**config.mk**
```make
export PLATFORM = sky130hd
export DESIGN_NAME = kf76489_noise_lfsr
export DESIGN_NICKNAME = d
export VERILOG_FILES = /design/src/rtl/kf76489_pkg.sv /design/src/rtl/KF76489_Attenuation.sv /design/src/rtl/kf76489_noise_lfsr.sv
export SDC_FILE = /design/constraint.sdc
export NUM_CORES = 1
export LEC_CHECK = 0
export ABC_CLOCK_PERIOD_IN_PS = 1800
export CAP_MARGIN = 10
export CORE_ASPECT_RATIO = 1.25
export CORE_MARGIN = 3
export CORE_UTILIZATION = 30
export CTS_CLUSTER_SIZE = 40
export DETAILED_ROUTE_END_ITERATION = 10
export GPL_TIMING_DRIVEN = 0
export HOLD_SLACK_MARGIN = 0.1
export SYNTH_ARGS = -nofsm -noshare
export SYNTH_HDL_FRONTEND = slang
export SYNTH_HIERARCHICAL = 1
export SYNTH_SLANG_ARGS = --single-unit
```
**constraint.sdc**
```tcl
create_clock -name clock -period 1.8 [get_ports clock]
set_clock_uncertainty 0.05 [all_clocks]
set_input_delay 0.27 -clock clock [delete_from_list [all_inputs] [get_ports clock]]
set_output_delay 0.27 -clock clock [all_outputs]
set_load 0.01 [all_outputs]
```
**src/rtl/kf76489_pkg.sv**
```systemverilog
// kf76489_pkg: constants and types shared by the KF76489 sound core blocks.
//
// Contents:
//   rate_e      - noise shift-rate codes as written to bus[7:6]
//   feedback_e  - noise feedback mode as written to bus[5]
//   ATTEN_WIDTH - attenuation register width (4 bits, F = off)
//   LEVEL_WIDTH - mixer input width (6 bits)
//   DEFAULT_LFSR_WIDTH, DEFAULT_TAP_MASK, default_seed() - noise LFSR defaults
package kf76489_pkg;

  // The two divided rates use a bit-reversed encoding, matching the
  // original register layout.
  typedef enum logic [1:0] {
    RATE_N512  = 2'b00,
    RATE_N1024 = 2'b10,
    RATE_N2048 = 2'b01,
    RATE_EXT   = 2'b11
  } rate_e;

  typedef enum logic {
    FB_PERIODIC = 1'b0,
    FB_WHITE    = 1'b1
  } feedback_e;

  localparam int unsigned ATTEN_WIDTH = 4;
  localparam int unsigned LEVEL_WIDTH = 6;
  localparam logic [ATTEN_WIDTH-1:0] ATTEN_OFF = 4'hF;

  localparam int unsigned DEFAULT_LFSR_WIDTH = 15;
  localparam logic [31:0] DEFAULT_TAP_MASK   = 32'h0000_0011;

  // Default seed for a register of the given width: only the MSB set.
  function automatic logic [31:0] default_seed(input int unsigned width);
    return 32'd1 << (width - 1);
  endfunction

endpackage

```
**src/rtl/KF76489_Attenuation.sv**
```systemverilog
// KF76489_Attenuation: shared attenuation stage of the KF76489 sound core.
// Maps a 4-bit attenuation code (2 dB per step, F = off) and a 1-bit channel
// level onto a 6-bit mixer input. Purely combinational.
//
// Ports:
//   attenuation  in  4  attenuation code, 0 = loudest, F = silent
//   level_in     in  1  channel output bit
//   level        out 6  mixer level (0 when level_in is low or code is F)
module KF76489_Attenuation
  import kf76489_pkg::*;
(
  input  logic [ATTEN_WIDTH-1:0] attenuation,
  input  logic                   level_in,
  output logic [LEVEL_WIDTH-1:0] level
);

  // Table entries are round(63 * 10^(-code/10)), code F forced to zero.
  always_comb begin
    level = '0;
    if (level_in) begin
      case (attenuation)
        4'h0:    level = 6'd63;
        4'h1:    level = 6'd50;
        4'h2:    level = 6'd40;
        4'h3:    level = 6'd32;
        4'h4:    level = 6'd25;
        4'h5:    level = 6'd20;
        4'h6:    level = 6'd16;
        4'h7:    level = 6'd13;
        4'h8:    level = 6'd10;
        4'h9:    level = 6'd8;
        4'hA:    level = 6'd6;
        4'hB:    level = 6'd5;
        4'hC:    level = 6'd4;
        4'hD:    level = 6'd3;
        4'hE:    level = 6'd3;
        default: level = 6'd0;
      endcase
    end
  end

endmodule

```
**src/rtl/kf76489_noise_lfsr.sv**
```systemverilog
// kf76489_noise_lfsr: noise channel of the KF76489 sound core.
// One LFSR (periodic rotate or white XOR feedback) shifted either by a
// three-stage prescaler running off clock_enable, or by rising edges of the
// external tone-channel signal. Output goes through the shared attenuation
// stage onto one mixer input.
//
// Optional feature macro: KF76489_NOISE_ZERO_LOCK_EN
//   defined   - a shift out of, or into, the all-zero state loads the MSB-only
//               value instead, so the channel can never stall.
//   undefined - the all-zero state is held until the next control write.
//
// Ports:
//   reset                    in  1  asynchronous, active-high
//   clock                    in  1  system clock
//   clock_enable             in  1  chip-clock enable
//   internal_data_bus        in  8  register write data
//   write_noise_control      in  1  bus[7:6] rate, bus[5] feedback; reloads SEED
//   write_noise_attenuation  in  1  bus[7:4] attenuation
//   ext_noise_gen            in  1  external shift source (tone channel 3)
//   noise_out                out 1  lfsr[0]
//   analog_out               out 6  attenuated noise level
module kf76489_noise_lfsr
  import kf76489_pkg::*;
#(
  parameter int unsigned             LFSR_WIDTH = DEFAULT_LFSR_WIDTH,
  parameter logic [LFSR_WIDTH-1:0]   TAP_MASK   = LFSR_WIDTH'(DEFAULT_TAP_MASK),
  parameter logic [LFSR_WIDTH-1:0]   SEED       = LFSR_WIDTH'(default_seed(LFSR_WIDTH)),
  parameter int unsigned             PRESCALE   = 16
)(
  input  logic                   reset,
  input  logic                   clock,
  input  logic                   clock_enable,
  input  logic [7:0]             internal_data_bus,
  input  logic                   write_noise_control,
  input  logic                   write_noise_attenuation,
  input  logic                   ext_noise_gen,
  output logic                   noise_out,
  output logic [LEVEL_WIDTH-1:0] analog_out
);

  localparam int unsigned     CNT_W    = $clog2(PRESCALE);
  localparam logic [CNT_W-1:0] CNT_LAST = CNT_W'(PRESCALE - 1);

`ifdef KF76489_NOISE_ZERO_LOCK_EN
  localparam logic [LFSR_WIDTH-1:0] LOCK_VALUE = LFSR_WIDTH'(default_seed(LFSR_WIDTH));
`endif

  // Register state
  rate_e                   rate;
  feedback_e               feedback;
  logic [ATTEN_WIDTH-1:0]  attenuation;
  logic [LFSR_WIDTH-1:0]   lfsr;

  // Prescaler state
  logic [CNT_W-1:0]        pre_count;
  logic                    t1;
  logic                    t2;
  logic                    t3;
  logic                    ext_q;

  // Derived enables
  logic                    base_en;
  logic                    s1_en;
  logic                    s2_en;
  logic                    s3_en;
  logic                    ext_edge;
  logic                    shift;
  logic                    fb;
  logic [LFSR_WIDTH-1:0]   lfsr_step;

  // Low nibble of the bus carries no noise-channel fields.
  logic                    unused_bus_bits;
  assign unused_bus_bits = ^internal_data_bus[3:0];

  // ---------------------------------------------------------------------------
  // Prescaler: free-running, never cleared by register writes. Each stage
  // passes every other enable of the stage before it, so the first enable of
  // every stage lines up on the PRESCALE-th chip enable after reset.
  // ---------------------------------------------------------------------------
  assign base_en  = clock_enable & (pre_count == CNT_LAST);
  assign s1_en    = base_en & ~t1;
  assign s2_en    = s1_en & ~t2;
  assign s3_en    = s2_en & ~t3;
  assign ext_edge = ext_noise_gen & ~ext_q;

  always_ff @(posedge clock or posedge reset) begin
    if (reset) begin
      pre_count <= '0;
      t1        <= 1'b0;
      t2        <= 1'b0;
      t3        <= 1'b0;
      ext_q     <= 1'b0;
    end else begin
      // ext_q runs on every clock so external edges work with the chip
      // clock stopped.
      ext_q <= ext_noise_gen;
      if (clock_enable) pre_count <= pre_count + 1'b1;
      if (base_en)      t1 <= ~t1;
      if (s1_en)        t2 <= ~t2;
      if (s2_en)        t3 <= ~t3;
    end
  end

  // ---------------------------------------------------------------------------
  // Shift source selection
  // ---------------------------------------------------------------------------
  always_comb begin
    shift = 1'b0;
    case (rate)
      RATE_N512:  shift = s1_en;
      RATE_N1024: shift = s2_en;
      RATE_N2048: shift = s3_en;
      RATE_EXT:   shift = ext_edge;
      default:    shift = 1'b0;
    endcase
  end

  // ---------------------------------------------------------------------------
  // Next LFSR value for a shift: new bit enters at the MSB.
  // ---------------------------------------------------------------------------
  always_comb begin
    fb = lfsr[0];
    if (feedback == FB_WHITE) fb = ^(lfsr & TAP_MASK);
    lfsr_step = {fb, lfsr[LFSR_WIDTH-1:1]};
`ifdef KF76489_NOISE_ZERO_LOCK_EN
    if ((lfsr_step == '0) || (lfsr == '0)) lfsr_step = LOCK_VALUE;
`endif
  end

  // ---------------------------------------------------------------------------
  // Registers. A control write takes priority over a coincident shift.
  // ---------------------------------------------------------------------------
  always_ff @(posedge clock or posedge reset) begin
    if (reset) begin
      rate        <= RATE_N512;
      feedback    <= FB_PERIODIC;
      attenuation <= ATTEN_OFF;
      lfsr        <= SEED;
    end else begin
      if (write_noise_attenuation) attenuation <= internal_data_bus[7:4];
      if (write_noise_control) begin
        rate     <= rate_e'(internal_data_bus[7:6]);
        feedback <= feedback_e'(internal_data_bus[5]);
        lfsr     <= SEED;
      end else if (shift) begin
        lfsr <= lfsr_step;
      end
    end
  end

  assign noise_out = lfsr[0];

  KF76489_Attenuation u_attenuation (
    .attenuation (attenuation),
    .level_in    (noise_out),
    .level       (analog_out)
  );

endmodule
```
# After elaboration in Yosys (flattened, before gate mapping)
# Memory sizes are Yosys's and may differ from the RTL's.
# Cells that the tools add are included.
word_totals:
  regBits: 30
  romBits: 96
  output_inout_bits: 7
  elab_cells: 32
  mem_count: 1
mem_list:
  columns: ["memory", "words", "width", "rd", "rd_ports_with_merged_regs", "wr", "line", "source"]
  rows:
  - ["(name not given)", 16, 6, 1, 0, 0, "KF76489_Attenuation.sv:21", "case (attenuation)"]
op_classes:
  n_addsub: 1
  eq_ne: 4
  muxes: 5
  n_bitwise: 9
  reduce_logical: 3
op_table:
  columns: ["op", "n"]
  rows:
  - ["two-way mux 15 bit", 2]
  - ["parity 15 bit", 1]
  - ["two-way mux 6 bit", 1]
  - ["AND 1 bit", 5]
  - ["adder 4 x 1 -> 4 bit (second input constant)", 1]
  - ["equality test 2 bit (second input constant)", 2]
  - ["equality test 4 bit (second input constant)", 1]
  - ["inverter 1 bit", 4]
  - ["case mux 1 bit (4 select lines)", 1]
  - ["equality test 2 x 1 -> 1 bit (second input constant)", 1]
  - ["logical NOT 2 bit", 1]
  - ["nonzero test 2 bit", 1]
  - ["two-way mux 1 bit", 1]

# Longest topological paths before layout
depth:
  depth_word: 8
  ltp_mapped: 7
  ltp_nobuf: 5

# Cells and area by module
# The synthesis kept the hierarchy.
modules_own_cells:
  columns: ["mod", "n_inst", "cells_per_inst", "area_per_inst_um2", "seq_area_each_um2"]
  rows:
  - ["kf76489_noise_lfsr", 1, 96, 1297.5, 757.0]
  - ["KF76489_Attenuation", 1, 27, 240.2, 0.0]

# Worst setup path before layout
# Ideal clock, no wire load.
synth_path:
  path_kind: "register -> output"
  startpoint: "register attenuation[0]"
  endpoint: "output analog_out[0]"
  arrival_time_ns: 1.275
  required_time_ns: 1.480
  slack_ns: 0.205
  path_stages_with_launch: 5
  cell_sequence: "dfstp_2 > inv_1 > ha_1 > xor2_1 > o22ai_1"
synth_between:
  elab_chain_len: 2
synth_lines:
  columns: ["item", "line", "source"]
  rows:
  - ["from (decl)", "kf76489_noise_lfsr.sv:51", "logic [ATTEN_WIDTH-1:0] attenuation;"]
  - ["from (signal assigned)", "kf76489_noise_lfsr.sv:140", "if (write_noise_attenuation) attenuation <= internal_data_bus[7:4];"]
  - ["memory read (16 x 6 bit)", null, null]
  - ["two-way mux 6 bit", "KF76489_Attenuation.sv:20", "if (level_in) begin"]
  - ["to (decl)", "kf76489_noise_lfsr.sv:38", "output logic [LEVEL_WIDTH-1:0] analog_out"]
# No other way between the ends.

# Worst setup path after layout
layout_path:
  startpoint: "register attenuation[1]"
  endpoint: "output analog_out[0]"
# Same word-level chain as after synthesis.

==> run metrics <==
minimum hold slack 0.274 ns; worst-skew pair later-pin latency 0.28 ns; Worst Path Buf+Inv 3; Final Slew Violations 0; WS Path Type flip-flop to output pin; synthesized area per cell 12.5 µm²; initial antenna violation count 0; layout cells sized above 1 29.7%; DR WL/cell 13.4 µm; drt first pass iters 4; ys async rst share 100%; Req. time, crit path 1.48 ns; f_max 511 MHz; via count 1024; register area share after synthesis 49.2%; Unique masters post-synth 29; Ports 21; Critical R2R Launch pre_count[0]; Antenna Cells 0; maximum root-to-sink buffer count 2; RSZ-0062 raised after global routing true; worst hold path endpoint pre_count[0]; first-pass GRT wire length 5.21 mm; htree depth 2; setup slack on the worst flop-to-flop path 0.04 ns; Worst Tran Pin Value 0.653 ns; Area contributors post-synth dfrtp_1 (41%), mux2i_1 (12%), dfstp_2 (8.5%); CTS tree done; die width 70.0 µm; # setup viols final 3; Die Y-Extent 86.0 µm; most common cell after layout, fill and taps aside dfrtp_1; clk sinks 30; root buffer cell clkbuf_8; largest net degree at the start of global routing 31; Slew HR 56.4%; Starting Density 31.8%; crit path time final 1.96 ns; failing checks negative setup slack; hold path startpoint clock_enable; Final Non-Filler Cells 218; # hold bufs at CTS 0; Top Metal Used met4; Crit-path slowest cell dfstp_2; drt total wl 2.92 mm; Hold Crit Class input port to flip-flop; Yosys Warn Count 6; Lkg Pwr 0.890 nW; Hold Vio Cnt, Final 0; clock slew at reported path FFs 0.07 ns; critical path endpoint category output pin; vias in the first global route 1129; Worst Reg-to-Reg Cells 7; Syn-to-layout area delta 31.4%; cell chain of the critical path inv_2, ha_4, buf_6, xor2_1, o22ai_1, buf_2; syn_nets 142; remaining antenna violation count after routing 0; Placement Rows 28; Synth Cell Area 1540 µm²; # DRC 0; total negative setup slack -0.282 ns; outcome finished, violations left; synthesized instance count 123; CP startpoint kind flip-flop; Worst Hold Path Cells 2; post-detail-place hpwl 1.98 mm; met3 wire length 138 µm; Metal-1 WL 1.19 mm; CORE AREA 4830 µm²; vias per cell 4.70; EDFF count, synth 0; commonest cells after routing, fill and taps aside dfrtp_1 (25), mux2i_1 (17), nand2b_1 (16); leading area contributor after synthesis dfrtp_1; die area 6030 µm²; total CTS buffers 5; max_cap viols 0; DR WL met2 1.56 mm; total power 1.95 mW; multi-input logic area 763 µm²; Total GRT Usage 10.7%; VDD IR-drop max 414 µV; NumNets Final 176; IO Port Bufs 15; final period utilization 109%; initial DRC count 34; Synth Register Bits 30; r2r endpoint lfsr[7]; CP peak stage delay 0.54 ns; Final WS setup -0.156 ns; Register Area 757 µm²; CP Max Fanout 3; grt ovf 0; ys flop type dfrtp_1; Layout fillers 440; placed cell count 198; CP top delay family flip-flops; Worst EP arrival 1.64 ns; Power Density 966 nW/µm²; RD Place Congestion 0.711; Synth top area share 40.7%
## cell usage after synthesis, types with 2 or more instances
| cell | n |
|---|---|
| dfstp_2 | 5 |
| o22ai_1 | 2 |
| mux2_1 | 8 |
| xnor2_1 | 4 |
| nor2_1 | 5 |
| nand2b_1 | 16 |
| inv_1 | 3 |
| xor2_1 | 3 |
| mux2i_1 | 18 |
| nand4_1 | 3 |
| dfrtp_1 | 25 |
| clkbuf_1 | 2 |
| nand2_1 | 5 |
| o31ai_2 | 2 |
| buf_6 | 2 |
| nor2b_1 | 3 |
| ha_1 | 5 |
## per-layer routing
| layer | GRT usage (%) | vias up |
|---|---|---|
| met3 | 3.99 | 4 |
| met5 | 0 | - |
| li1 | - | 490 |
| met2 | 18.1 | 22 |
| met4 | 3.48 | 0 |
| met1 | 12.5 | 508 |
## layout make-up
| class | count | area share (%) |
|---|---|---|
| sequential | 30 | 37.5 |
| tap | 60 | 3.72 |
| timing repair buffer | 27 | 12.5 |
| buffer | 5 | 2.48 |
| inverter | 3 | 0.681 |
| clock buffer | 5 | 3.41 |
| multi-input combinational | 85 | 37.8 |
| clock inverter | 3 | 1.98 |
## worst max path at each step
| stage | from | to | depth (start not counted) |
|---|---|---|---|
| 5_1_grt | attenuation[1] | analog_out[0] | 6 |
| 6_report | attenuation[1] | analog_out[0] | 6 |
| 4_1_cts | attenuation[1] | analog_out[0] | 6 |
| 2_1_floorplan | attenuation[0] | analog_out[0] | 4 |
| 3_5_place_dp | attenuation[0] | analog_out[3] | 5 |
| 3_3_place_gp | attenuation[0] | analog_out[3] | 5 |
## stage by stage
| step | area (µm²) | utilization, % | setup slack (ns) |
|---|---|---|---|
| after global placement | 1760 | 36.5 | -0.329 |
| after detailed placement | 1760 | 36.5 | -0.382 |
| final | 2020 | 41.8 | -0.156 |
| after CTS | 1940 | 40.2 | -0.150 |
| after floorplan | 1540 | - | 0.205 |
| after global routing | 2020 | 41.8 | -0.224 |
## sequential cells by signal, summed over array words and instances (netlist names)
signal,cells
t3,1
lfsr,15
ext_q,1
t2,1
rate,2
attenuation,4
t1,1
pre_count,4
feedback,1
## report_power, final
group | leakage (nW) | switching [mW] | total, mW | internal, mW
sequential | 0.379 | 0.0807 | 0.867 | 0.786
combinational | 0.453 | 0.180 | 0.429 | 0.249
clock | 0.0579 | 0.249 | 0.655 | 0.407
## what timing repair did
action | in CTS | in global routing
pin swaps | 6 | 3
setup buffers | 8 | 2
setup endpoints to repair | 6 | 16
gates resized for setup | 30 | 5
cloned | 0 | 1
hold endpoints to repair | 0 | 0
## cells by family after synthesis
logic type                 Yosys count  share of synthesized area [%]
AOI/OAI and AO/OA                    8                           5.61
buffers and inverters                8                           3.99
DFF                                 30                           49.2
muxes                               26                           17.6
adders and majority gates            5                           4.07
xor gates and xnor gates             7                           3.99
and+or+nand+nor                     39                           15.5
Note: power is estimated with default switching activity, not from simulation.
